`src/rtl/dbg_console_pkg.sv`:
```
// Shared constants for the debug console input block: the register offsets,
// the STATUS/CONTROL bit positions, the empty-read value and the default FIFO depth.
package dbg_console_pkg;

  localparam int DEPTH_DEFAULT = 16;

  localparam logic [3:0] OFF_DATA    = 4'h0;
  localparam logic [3:0] OFF_STATUS  = 4'h4;
  localparam logic [3:0] OFF_CONTROL = 4'h8;

  localparam int STAT_NOT_EMPTY = 0;
  localparam int STAT_FULL      = 1;
  localparam int STAT_OVERFLOW  = 2;
  localparam int STAT_IRQ_EN    = 3;
  localparam int STAT_COUNT_LSB = 8;

  localparam int CTRL_FLUSH   = 0;
  localparam int CTRL_CLR_OVF = 1;
  localparam int CTRL_IRQ_EN  = 2;

  localparam logic [31:0] EMPTY_READ = 32'hffffffff;

  typedef enum logic [1:0] {
    REG_DATA,
    REG_STATUS,
    REG_CONTROL,
    REG_NONE
  } regSel_e;

  // Maps the low address nibble onto a register; unmapped offsets read as zero.
  function automatic regSel_e decodeReg(input logic [3:0] offset);
    case (offset)
      OFF_DATA:    return REG_DATA;
      OFF_STATUS:  return REG_STATUS;
      OFF_CONTROL: return REG_CONTROL;
      default:     return REG_NONE;
    endcase
  endfunction

endpackage

```
`src/rtl/sync_fifo.sv`:
```
// Synchronous FIFO holding the host characters. Pointers wrap modulo DEPTH and
// count is one bit wider than the pointers so the full level is representable.
// Flush takes priority over any push or pop in the same cycle.
module sync_fifo #(
  parameter int DEPTH = 16,
  parameter int WIDTH = 8
) (
  input  logic                     clock,
  input  logic                     reset,
  input  logic                     push_i,
  input  logic                     pop_i,
  input  logic                     flush_i,
  input  logic [WIDTH-1:0]         data_i,
  output logic [WIDTH-1:0]         head_o,
  output logic [$clog2(DEPTH):0]   count_o,
  output logic                     full_o,
  output logic                     empty_o
);

  localparam int AW = $clog2(DEPTH);
  localparam int CW = AW + 1;

  logic [WIDTH-1:0] mem_q [DEPTH];
  logic [AW-1:0]    wrPtr_q, wrPtr_d;
  logic [AW-1:0]    rdPtr_q, rdPtr_d;
  logic [CW-1:0]    count_q, count_d;
  logic             doPush, doPop;

  assign full_o  = (count_q == CW'(DEPTH));
  assign empty_o = (count_q == '0);
  assign count_o = count_q;
  assign head_o  = mem_q[rdPtr_q];

  assign doPush = push_i && !full_o;
  assign doPop  = pop_i && !empty_o;

  // Next pointer and count values; a flush discards everything queued or arriving.
  always_comb begin
    wrPtr_d = wrPtr_q;
    rdPtr_d = rdPtr_q;
    count_d = count_q;
    if (flush_i) begin
      wrPtr_d = '0;
      rdPtr_d = '0;
      count_d = '0;
    end else begin
      if (doPush) wrPtr_d = wrPtr_q + 1'b1;
      if (doPop)  rdPtr_d = rdPtr_q + 1'b1;
      count_d = count_q + CW'(doPush) - CW'(doPop);
    end
  end

  // Pointer and count state, cleared by reset.
  always_ff @(posedge clock or posedge reset) begin
    if (reset) begin
      wrPtr_q <= '0;
      rdPtr_q <= '0;
      count_q <= '0;
    end else begin
      wrPtr_q <= wrPtr_d;
      rdPtr_q <= rdPtr_d;
      count_q <= count_d;
    end
  end

  // Character storage; contents need no reset because count guards every read.
  always_ff @(posedge clock) begin
    if (doPush && !flush_i) mem_q[wrPtr_q] <= data_i;
  end

endmodule

```
`src/rtl/dbg_console_in.sv`:
```
// Debug console input: host characters are queued in a FIFO and read by the
// CPU through a small register window (DATA, STATUS, CONTROL).
// Optional feature macro DBG_CONSOLE_DROP_EN: the host is never back-pressured;
// characters arriving while full are dropped and flagged as a sticky overflow.
module dbg_console_in
  import dbg_console_pkg::*;
#(
  parameter int          DEPTH = DEPTH_DEFAULT,
  parameter logic [31:0] BASE  = 32'hf00000e0
) (
  input  logic        clock,
  input  logic        reset,
  input  logic [31:0] addr_i,
  input  logic [31:0] data_i,
  input  logic        wr_i,
  output logic [31:0] data_o,
  output logic        data_access_o,
  output logic        irq_o,
  input  logic [7:0]  host_data_i,
  input  logic        host_valid_i,
  output logic        host_ready_o
);

  localparam int CW = $clog2(DEPTH) + 1;

  regSel_e       regSel;
  logic          windowHit, isRead, dataRead, ctrlWrite, flush;
  logic          popReq, hostPush, fifoPush, hostReady, overflow;
  logic [7:0]    fifoHead;
  logic [CW-1:0] fifoCount;
  logic          fifoFull, fifoEmpty;
  logic [31:0]   statusWord, readData_d, readData_q;
  logic          prevDataRead_q, irqEn_q, irq_q, readyEn_q;
  logic          unusedDataBits;

  assign windowHit = (addr_i[31:4] == BASE[31:4]);
  assign regSel    = windowHit ? decodeReg(addr_i[3:0]) : REG_NONE;
  assign isRead    = windowHit && !wr_i;
  assign dataRead  = isRead && (regSel == REG_DATA);
  assign ctrlWrite = windowHit && wr_i && (regSel == REG_CONTROL);
  assign flush     = ctrlWrite && data_i[CTRL_FLUSH];

  // A held DATA address pops only on its first cycle, and never when empty.
  assign popReq   = dataRead && !prevDataRead_q && !fifoEmpty;
  assign hostPush = host_valid_i && hostReady;
  assign fifoPush = hostPush && !fifoFull;

`ifdef DBG_CONSOLE_DROP_EN
  logic overflow_q;
  logic dropPush;

  assign hostReady      = readyEn_q;
  assign dropPush       = hostPush && fifoFull;
  assign overflow       = overflow_q;
  assign unusedDataBits = ^data_i[31:3];

  // Sticky overflow: a new drop wins over a clear arriving in the same cycle.
  always_ff @(posedge clock or posedge reset) begin
    if (reset) begin
      overflow_q <= 1'b0;
    end else if (dropPush) begin
      overflow_q <= 1'b1;
    end else if (ctrlWrite && data_i[CTRL_CLR_OVF]) begin
      overflow_q <= 1'b0;
    end
  end
`else
  assign hostReady      = readyEn_q && !fifoFull;
  assign overflow       = 1'b0;
  assign unusedDataBits = ^{data_i[31:3], data_i[CTRL_CLR_OVF]};
`endif

  assign host_ready_o  = hostReady;
  assign data_access_o = windowHit;
  assign data_o        = readData_q;
  assign irq_o         = irq_q;

  sync_fifo #(
    .DEPTH (DEPTH),
    .WIDTH (8)
  ) uFifo (
    .clock   (clock),
    .reset   (reset),
    .push_i  (fifoPush),
    .pop_i   (popReq),
    .flush_i (flush),
    .data_i  (host_data_i),
    .head_o  (fifoHead),
    .count_o (fifoCount),
    .full_o  (fifoFull),
    .empty_o (fifoEmpty)
  );

  // Read mux sampled from the current state; non-read cycles load zero.
  always_comb begin
    statusWord = '0;
    statusWord[STAT_NOT_EMPTY] = !fifoEmpty;
    statusWord[STAT_FULL]      = fifoFull;
    statusWord[STAT_OVERFLOW]  = overflow;
    statusWord[STAT_IRQ_EN]    = irqEn_q;
    statusWord[STAT_COUNT_LSB +: CW] = fifoCount;

    readData_d = '0;
    if (isRead) begin
      case (regSel)
        REG_DATA:    readData_d = fifoEmpty ? EMPTY_READ : {24'h0, fifoHead};
        REG_STATUS:  readData_d = statusWord;
        REG_CONTROL: readData_d = {29'h0, irqEn_q, 2'b00};
        default:     readData_d = '0;
      endcase
    end
  end

  // Registered bus response, interrupt, enables and the DATA-read edge detector.
  always_ff @(posedge clock or posedge reset) begin
    if (reset) begin
      readData_q     <= '0;
      prevDataRead_q <= 1'b0;
      irqEn_q        <= 1'b0;
      irq_q          <= 1'b0;
      readyEn_q      <= 1'b0;
    end else begin
      readData_q     <= readData_d;
      prevDataRead_q <= dataRead;
      irq_q          <= irqEn_q && !fifoEmpty;
      readyEn_q      <= 1'b1;
      if (ctrlWrite) irqEn_q <= data_i[CTRL_IRQ_EN];
    end
  end

endmodule
```
`config.mk`:
```
export PLATFORM = sky130hd
export DESIGN_NAME = dbg_console_in
export DESIGN_NICKNAME = d
export VERILOG_FILES = /design/src/rtl/dbg_console_pkg.sv /design/src/rtl/sync_fifo.sv /design/src/rtl/dbg_console_in.sv
export SDC_FILE = /design/constraint.sdc
export NUM_CORES = 1
export LEC_CHECK = 0
export ABC_AREA = 0
export CAP_MARGIN = 40
export CORE_MARGIN = 4
export CORE_UTILIZATION = 40
export DETAILED_ROUTE_END_ITERATION = 10
export PLACE_DENSITY = 0.68
export REMOVE_ABC_BUFFERS = 1
export SYNTH_ARGS = -nofsm -noshare
export SYNTH_HDL_FRONTEND = slang
export SYNTH_HIERARCHICAL = 1
export SYNTH_SLANG_ARGS = --single-unit
```
`constraint.sdc`:
```
create_clock -name clock -period 6.5 [get_ports clock]
set_clock_uncertainty 0.2 [all_clocks]
set_input_delay 0.65 -clock clock [delete_from_list [all_inputs] [get_ports clock]]
set_output_delay 0.65 -clock clock [all_outputs]
set_load 0.02 [all_outputs]
```
==> load_flow_metrics.sql, run 1 <==
INSERT INTO impl_metrics (metric_group, metric, value, unit) VALUES
('global_routing', 'antenna_found_initial', '0', ''),
('placement', 'hpwl', '8940', 'um'),
('yosys', 'synth_simple_gate_area_share', '0.0849', ''),
('final_layout', 'layout.core_utilization', '0.502', ''),
('power_and_ir_drop', 'power_leakage', '2.88', 'nW'),
('final_layout', 'layout.filler_cells', '1341', ''),
('setup_path', 'r2r_end', 'uFifo/count_o[4]', ''),
('yosys', 'synthCells', '432', ''),
('power_and_ir_drop', 'share_clk_of_total_power', '0.410', ''),
('global_routing', 'grt_pass1_wl', '20900', 'um'),
('timing', 'setup_viol', '0', ''),
('timing', 'final_min_period_over_clock_period', '0.708', ''),
('yosys', 'synth.avg_cell_area', '15.6', 'sq um'),
('global_routing', 'globalRoute.totalOverflow', '0', ''),
('setup_path', 'regToRegSetupSlack', '2.67', 'ns'),
('yosys', 'ys_async_sr_fraction', '0.195', ''),
('setup_path', 'critPathCaptureType', 'register', ''),
('final_layout', 'layout-area-overhead-vs-synth', '23.0', '%'),
('timing', 'max_slew_margin', '0.412', ''),
('yosys', 'ys.flop_type', 'sky130_fd_sc_hd__edfxtp_1', ''),
('yosys', 'synth.top_cells.by_area', 'sky130_fd_sc_hd__edfxtp_1 57%, sky130_fd_sc_hd__dfrtp_1 12%, sky130_fd_sc_hd__mux4_2 5.3%', ''),
('run_status', 'status', 'finished clean', ''),
('global_routing', 'met1_track_demand_over_resource_in_global_routing', '0.198', ''),
('floorplanning', 'row_count', '47', ''),
('setup_path', 'critPathLaunchType', 'primary input', ''),
('clock_tree', 'cts_tree', 'done', ''),
('clock_tree', 'cts_post_setup_buffers_inserted', '0', ''),
('timing', 'grt_setup_unrepaired', 'no', ''),
('hold_path', 'timing.hold.worst_path_depth', '1', ''),
('hold_path', 'hold_path.class', 'register to register', ''),
('power_and_ir_drop', 'sw_ratio', '0.230', ''),
('setup_path', 'critPathMaxFanout', '15', ''),
('global_routing', 'groute.usage.overall', '0.151', ''),
('setup_path', 'crit_type', 'primary input to register', ''),
('clock_tree', 'htreeDepth', '4', ''),
('clock_tree', 'clk-insertion-delay-late', '0.42', 'ns'),
('yosys', 'synth.largest_area_cell', 'sky130_fd_sc_hd__edfxtp_1', ''),
('clock_tree', 'cts-root-to-sink-buffers', '2', ''),
('timing', 'achievable-frequency', '217', 'MHz'),
('timing', 'period_minus_slack', '4.60', 'ns'),
('power_and_ir_drop', 'total_switching_power', '0.592', 'mW'),
('yosys', 'largest_family_of_logic_cells_by_synthesized_area', 'multiplexers', ''),
('drt', 'detail_route.iter0.violations', '202', ''),
('floorplanning', 'num_io_pins', '111', ''),
('final_layout', 'fin_area', '0.00829', 'sq mm'),
('setup_path', 'crit_required', '6.62', 'ns'),
('clock_tree', 'post_cts_resize_count', '0', ''),
('yosys', 'post_synth_instance_area', '0.00674', 'sq mm'),
('power_and_ir_drop', 'post-layout-total-power', '2.57', 'mW'),
('setup_path', 'timing.rr.start', 'uFifo/count_o[2]', ''),
('setup_path', 'reg2reg_depth', '16', ''),
('global_routing', 'grt_start_max_net_pins', '52', ''),
('final_layout', 'antenna_cells', '0', ''),
('setup_path', 'arrival', '4.72', 'ns'),
('hold_path', 'timing.hold.worst.start', 'irqEn_q', ''),
('timing', 'final.setup.tns', '0', 'ns'),
('global_routing', 'grt_use_met3', '0.0373', ''),
('floorplanning', 'dieArea', '0.0190', 'sq mm'),
('drt', 'drt-vias-per-instance', '5.12', ''),
('yosys', 'synth_mux_area_frac', '0.106', ''),
('clock_tree', 'holdBufCountCts', '0', ''),
('global_routing', 'first_global_vias', '3773', ''),
('floorplanning', 'horizontal_die_dimension', '138', 'um'),
('timing', 'report.final.slew_viol_count', '0', ''),
('floorplanning', 'fp.dieH', '138', 'um'),
('yosys', 'part_of_the_yosys_area_used_for_sequential_elements', '0.686', ''),
('drt', 'total_wire_length_after_detailed_routing', '13600', 'um'),
('yosys', 'synthesis.yosys.warnings', '6', ''),
('timing', 'worstMarginPinSlew', '0.879', 'ns'),
('placement', 'gp_congestion', '0.784', ''),
('power_and_ir_drop', 'comb_power_share', '0.113', '');
[cells by family after synthesis]
| family | after synthesis |
|---|---|
| DFF | 159 |
| and+or+nand+nor | 109 |
| buffers and inverters | 55 |
| muxes | 49 |
| AOI/OAI and AO/OA | 39 |
| adders and majority gates | 12 |
| xor gates and xnor gates | 8 |
| other | 1 |
[metrics by stage]
| step | hold WS (ns) | setup WS (ns) | std cells |
|---|---|---|---|
| 3_3_place_gp | 0.295 | 1.50 | 697 |
| 6_report | 0.314 | 1.90 | 731 |
| 2_1_floorplan | 0.278 | 2.41 | 392 |
| 3_5_place_dp | 0.305 | 1.51 | 699 |
| 4_1_cts | 0.318 | 1.91 | 731 |
| 5_1_grt | 0.327 | 1.57 | 731 |
[synth_stat cells (8+ instances only)]
cell,count
sky130_fd_sc_hd__nor3_1,19
sky130_fd_sc_hd__a22o_1,8
sky130_fd_sc_hd__ha_1,11
sky130_fd_sc_hd__edfxtp_1,128
sky130_fd_sc_hd__o22ai_1,8
sky130_fd_sc_hd__nor2_1,32
sky130_fd_sc_hd__dfrtp_1,31
sky130_fd_sc_hd__a221o_1,8
sky130_fd_sc_hd__mux2i_1,16
sky130_fd_sc_hd__mux2_2,17
sky130_fd_sc_hd__nand2_1,16
sky130_fd_sc_hd__a21oi_1,10
sky130_fd_sc_hd__inv_1,15
sky130_fd_sc_hd__mux4_2,16
sky130_fd_sc_hd__buf_4,20
[how the worst max path moves through the flow]
stage                     cells past startpoint       start  slack [ns]          endpoint
after CTS                                    16   addr_i[8]        1.91  uFifo/count_o[4]
final                                        16   addr_i[8]        1.90  uFifo/count_o[4]
after detailed placement                     16   addr_i[8]        1.51  uFifo/count_o[4]
after floorplan                              15  addr_i[16]        2.41  uFifo/count_o[4]
after global placement                       16   addr_i[8]        1.50  uFifo/count_o[4]
after global routing                         16   addr_i[8]        1.57  uFifo/count_o[4]
[worst max-delay path: stages]
cell and delay, ns:
sky130_fd_sc_hd__clkdlybuf4s50_1 0.40, sky130_fd_sc_hd__nor4_1 0.28, sky130_fd_sc_hd__nand4_1 0.21, sky130_fd_sc_hd__or4_1 0.84
sky130_fd_sc_hd__nor4_1 0.56, sky130_fd_sc_hd__nand2_1 0.23, sky130_fd_sc_hd__inv_1 0.11, sky130_fd_sc_hd__ha_1 0.22
sky130_fd_sc_hd__inv_1 0.05, sky130_fd_sc_hd__ha_1 0.15, sky130_fd_sc_hd__inv_1 0.06, sky130_fd_sc_hd__fa_1 0.40
sky130_fd_sc_hd__nor2b_1 0.16, sky130_fd_sc_hd__o21bai_1 0.10, sky130_fd_sc_hd__nand3_1 0.08, sky130_fd_sc_hd__nor3b_1 0.19
[power groups by stage]
stage / logic [mW] / clock network (mW) / registers (mW)
global placement: 0.275 / 0 / 1.24
finish: 0.289 / 1.05 / 1.23
detailed placement: 0.290 / 0 / 1.25
floorplan: 0.191 / 0 / 1.23
CTS: 0.293 / 1.07 / 1.23
global route: 0.323 / 1.12 / 1.23
[final cells by class]
| type | instances | area [sq um] | area share |
|---|---|---|---|
| Sequential cell | 159 | 4620 | 0.558 |
| Multi-Input combinational cell | 218 | 1810 | 0.218 |
| Timing Repair Buffer | 87 | 873 | 0.105 |
| Clock buffer | 28 | 603 | 0.0728 |
| Tap cell | 220 | 275 | 0.0332 |
| Inverter | 15 | 56.3 | 0.00679 |
| Clock inverter | 4 | 53.8 | 0.00649 |
[state kept, by name (all words and copies together) (netlist names)]
| name | cells |
|---|---|
| uFifo/mem_q | 128 |
| data_o | 14 |
| uFifo/count_o | 5 |
| uFifo/rdPtr_q | 4 |
| uFifo/wrPtr_q | 4 |
| irqEn_q | 1 |
| irq_o | 1 |
| prevDataRead_q | 1 |
| readyEn_q | 1 |
[placed cells by master (no fill, tap or decap), drive strengths merged, types with 2 or more instances in the layout]
| cell | netlist | routed |
|---|---|---|
| nor3 | 21 | 21 |
| a21oi | 10 | 10 |
| nor4b | 3 | 3 |
| nand3 | 7 | 7 |
| edfxtp | 128 | 128 |
| xnor2 | 2 | 2 |
| clkdlybuf4s50 | 0 | 80 |
| nor3b | 2 | 2 |
| mux4 | 16 | 16 |
| buf | 35 | 7 |
| nor2b | 5 | 5 |
| clkbuf | 5 | 28 |
| nor4 | 5 | 5 |
| nand2 | 16 | 16 |
| and2 | 3 | 3 |
| nand2b | 5 | 5 |
| o22ai | 8 | 8 |
| nand4 | 3 | 3 |
| inv | 15 | 17 |
| a211oi | 2 | 2 |
| xor2 | 6 | 6 |
| a221o | 8 | 8 |
| or4 | 3 | 3 |
| nor2 | 32 | 32 |
| dfrtp | 31 | 31 |
| mux2i | 16 | 16 |
| a22o | 8 | 8 |
| ha | 11 | 11 |
| mux2 | 17 | 17 |
[metal layers]
metal | wire length, um | share of wire
met1 | 5670 | 0.42
met5 | 0 | 0
met4 | 271 | 0.020
met3 | 858 | 0.063
met2 | 6800 | 0.50
No activity file was read; power rests on OpenSTA's default activity.
==> run 2: changes to the inputs <==
==> constraint.sdc (replaced) <==
create_clock -name clock -period 4.5 [get_ports clock]
set_clock_uncertainty 0.2 [all_clocks]
set_input_delay 0.45 -clock clock [delete_from_list [all_inputs] [get_ports clock]]
set_output_delay 0.45 -clock clock [all_outputs]
set_load 0.02 [all_outputs]
==> load_flow_metrics.sql, run 2 (synthesis gave the netlist of run 1 again) <==
INSERT INTO impl_metrics (metric_group, metric, value, unit) VALUES
('run_status', 'status', 'finished clean', ''),
('floorplanning', 'num_io_pins', '111', ''),
('floorplanning', 'start_util', '0.408', ''),
('global_routing', 'grt_start_max_net_pins', '24', ''),
('clock_tree', 'clkTransAtPathRegs', '0.06', 'ns'),
('clock_tree', 'cts.sink_count', '159', ''),
('drt', 'dr_total_vias', '3808', ''),
('job', 'cap_violations', '0', ''),
('clock_tree', 'cts_tree', 'done', ''),
('drt', 'total_wire_length_after_detailed_routing', '13800', 'um'),
('setup_path', 'critPathCaptureType', 'register', ''),
('clock_tree', 'clk-insertion-delay-late', '0.42', 'ns'),
('placement', 'gp_congestion', '0.777', ''),
('placement', 'hpwl', '9160', 'um'),
('timing', 'setup_viol', '0', ''),
('setup_path', 'critical_path.max_stage_delay', '0.60', 'ns'),
('setup_path', 'arrival', '4.08', 'ns'),
('global_routing', 'first_global_vias', '3788', ''),
('setup_path', 'critPathLaunchType', 'primary input', ''),
('global_routing', 'groute.usage.overall', '0.153', ''),
('placement', 'port_buffers', '80', ''),
('final_layout', 'antenna_cells', '0', ''),
('final_layout', 'largest_register_ff_count', '128', ''),
('setup_path', 'crit_required', '4.63', 'ns'),
('final_layout', 'post_route_cells_drive_above_1_share', '0.150', ''),
('setup_path', 'timing.rr.start', 'uFifo/count_o[2]', ''),
('drt', 'detail_route.iter0.violations', '232', ''),
('setup_path', 'cpMostUsedCell', 'sky130_fd_sc_hd__inv_1', ''),
('clock_tree', 'post_cts_resize_count', '0', ''),
('timing', 'max_slew_margin', '0.441', ''),
('clock_tree', 'htreeDepth', '4', ''),
('drt', 'drcViolationCount', '0', ''),
('final_layout', 'final_common_cell', 'sky130_fd_sc_hd__edfxtp_1', ''),
('clock_tree', 'root_buffer_master', 'sky130_fd_sc_hd__clkbuf_16', ''),
('setup_path', 'crit_type', 'primary input to register', ''),
('timing', 'fin_hold_ws', '0.217', 'ns'),
('setup_path', 'critPathMaxFanout', '4', ''),
('floorplanning', 'fp.dieH', '138', 'um'),
('drt', 'drt-pass1-iter-count', '4', ''),
('clock_tree', 'cts_buffers', '17', ''),
('global_routing', 'antenna_found_initial', '0', ''),
('timing', 'worstMarginPinSlew', '0.835', 'ns'),
('final_layout', 'regMostFlops', 'uFifo/mem_q', ''),
('power_and_ir_drop', 'power_leakage', '2.85', 'nW'),
('final_layout', 'layout.core_utilization', '0.499', ''),
('floorplanning', 'row_count', '47', ''),
('timing', 'achievable-frequency', '253', 'MHz'),
('drt', 'antenna_violation_net_count_after_detailed_routing', '0', ''),
('timing', 'grt_setup_unrepaired', 'no', ''),
('clock_tree', 'cts-root-to-sink-buffers', '2', ''),
('drt', 'drt-vias-per-instance', '5.20', ''),
('power_and_ir_drop', 'power-per-cell-area', '439', 'mW/mm^2'),
('floorplanning', 'fp.coreArea', '0.0165', 'sq mm'),
('final_layout', 'layout.filler_cells', '1370', ''),
('timing', 'timing.final.hold_violations', '0', ''),
('final_layout', 'layout.nets', '590', ''),
('hold_path', 'hold_path.class', 'primary input to asynchronous set/reset pin', ''),
('setup_path', 'critical_path.cell_chain', 'clkdlybuf4s50_1, nor4b_2, nand4_1, or4_1, nor4_1, nand2_1, inv_1, ha_1, inv_1, ha_1, inv_1, fa_1, nor2b_1, o21bai_1, nand3_1, nor3b_1', ''),
('clock_tree', 'holdBufCountCts', '0', ''),
('final_layout', 'layout-area-overhead-vs-synth', '22.5', '%'),
('timing', 'period_minus_slack', '3.95', 'ns'),
('final_layout', 'final_cell_mix', '128 x sky130_fd_sc_hd__edfxtp_1, 80 x sky130_fd_sc_hd__clkdlybuf4s50_1, 32 x sky130_fd_sc_hd__nor2_1', ''),
('setup_path', 'crit_path_top_delay_cell', 'sky130_fd_sc_hd__or4_1', ''),
('setup_path', 'r2r_end', 'uFifo/count_o[4]', ''),
('drt', 'wl_per_cell', '18.8', 'um'),
('clock_tree', 'cts_post_setup_buffers_inserted', '0', ''),
('setup_path', 'reg2reg_depth', '16', ''),
('floorplanning', 'horizontal_die_dimension', '138', 'um'),
('setup_path', 'regToRegSetupSlack', '0.78', 'ns'),
('timing', 'final.setup.tns', '0', 'ns'),
('global_routing', 'globalRoute.totalOverflow', '0', ''),
('timing', 'report.final.slew_viol_count', '0', ''),
('power_and_ir_drop', 'max-vdd-ir-drop', '0.000274', 'V'),
('timing', 'final_min_period_over_clock_period', '0.877', ''),
('global_routing', 'grt_pass1_wl', '21200', 'um'),
('floorplanning', 'dieArea', '0.0190', 'sq mm');
## run 2: critical path: cells and delay by family
kind | cells | cell delay (ns)
AO/OA/AOI/OAI | 1 | 0.09
adder cells (fa/ha/maj) | 3 | 0.77
buffers and inverters | 4 | 0.63
AND/OR/NAND/NOR | 8 | 2.14
## run 2: cell type report
type	instances	area (sq um)	share of cell area
tap	220	275	0.0334
inverter	15	56.3	0.00682
sequential	159	4620	0.560
clock inverter	12	161	0.0196
clock buffer	18	429	0.0520
timing repair buffer	91	903	0.109
multi-input combinational	218	1810	0.219
## run 2: metal layers
layer	wire [um]	vias to the layer above	global-route usage	share of wire
li1	-	1763	-	-
met1	5770	1914	0.202	0.42
met2	6740	113	0.239	0.49
met3	942	18	0.0376	0.068
met4	307	0	0.0697	0.022
met5	0	-	0	0
## run 2: worst max path at each step
stage | start | cells past startpoint | endpoint
floorplan | addr_i[16] | 15 | uFifo/count_o[4]
global placement | addr_i[8] | 16 | uFifo/count_o[4]
detailed placement | addr_i[4] | 16 | uFifo/count_o[4]
CTS | addr_i[16] | 16 | uFifo/count_o[4]
global route | addr_i[8] | 16 | uFifo/count_o[4]
finish | addr_i[4] | 16 | uFifo/count_o[4]
## run 2: where the power goes
group          total [mW]  internal (mW)  switching [mW]
logic               0.421          0.186           0.235
registers            1.77           1.69          0.0747
clock network        1.43          0.871           0.557
total                3.62           2.75           0.867
## run 2: per-stage QoR
step	instance area, sq um	worst slack (ns)	instances	power (mW)
finish	8250	0.552	733	3.62
global placement	7630	0.196	702	2.19
floorplan	6480	0.608	392	2.05
detailed placement	7660	0.123	703	2.22
global route	8250	0.223	733	3.78
CTS	8250	0.534	733	3.65
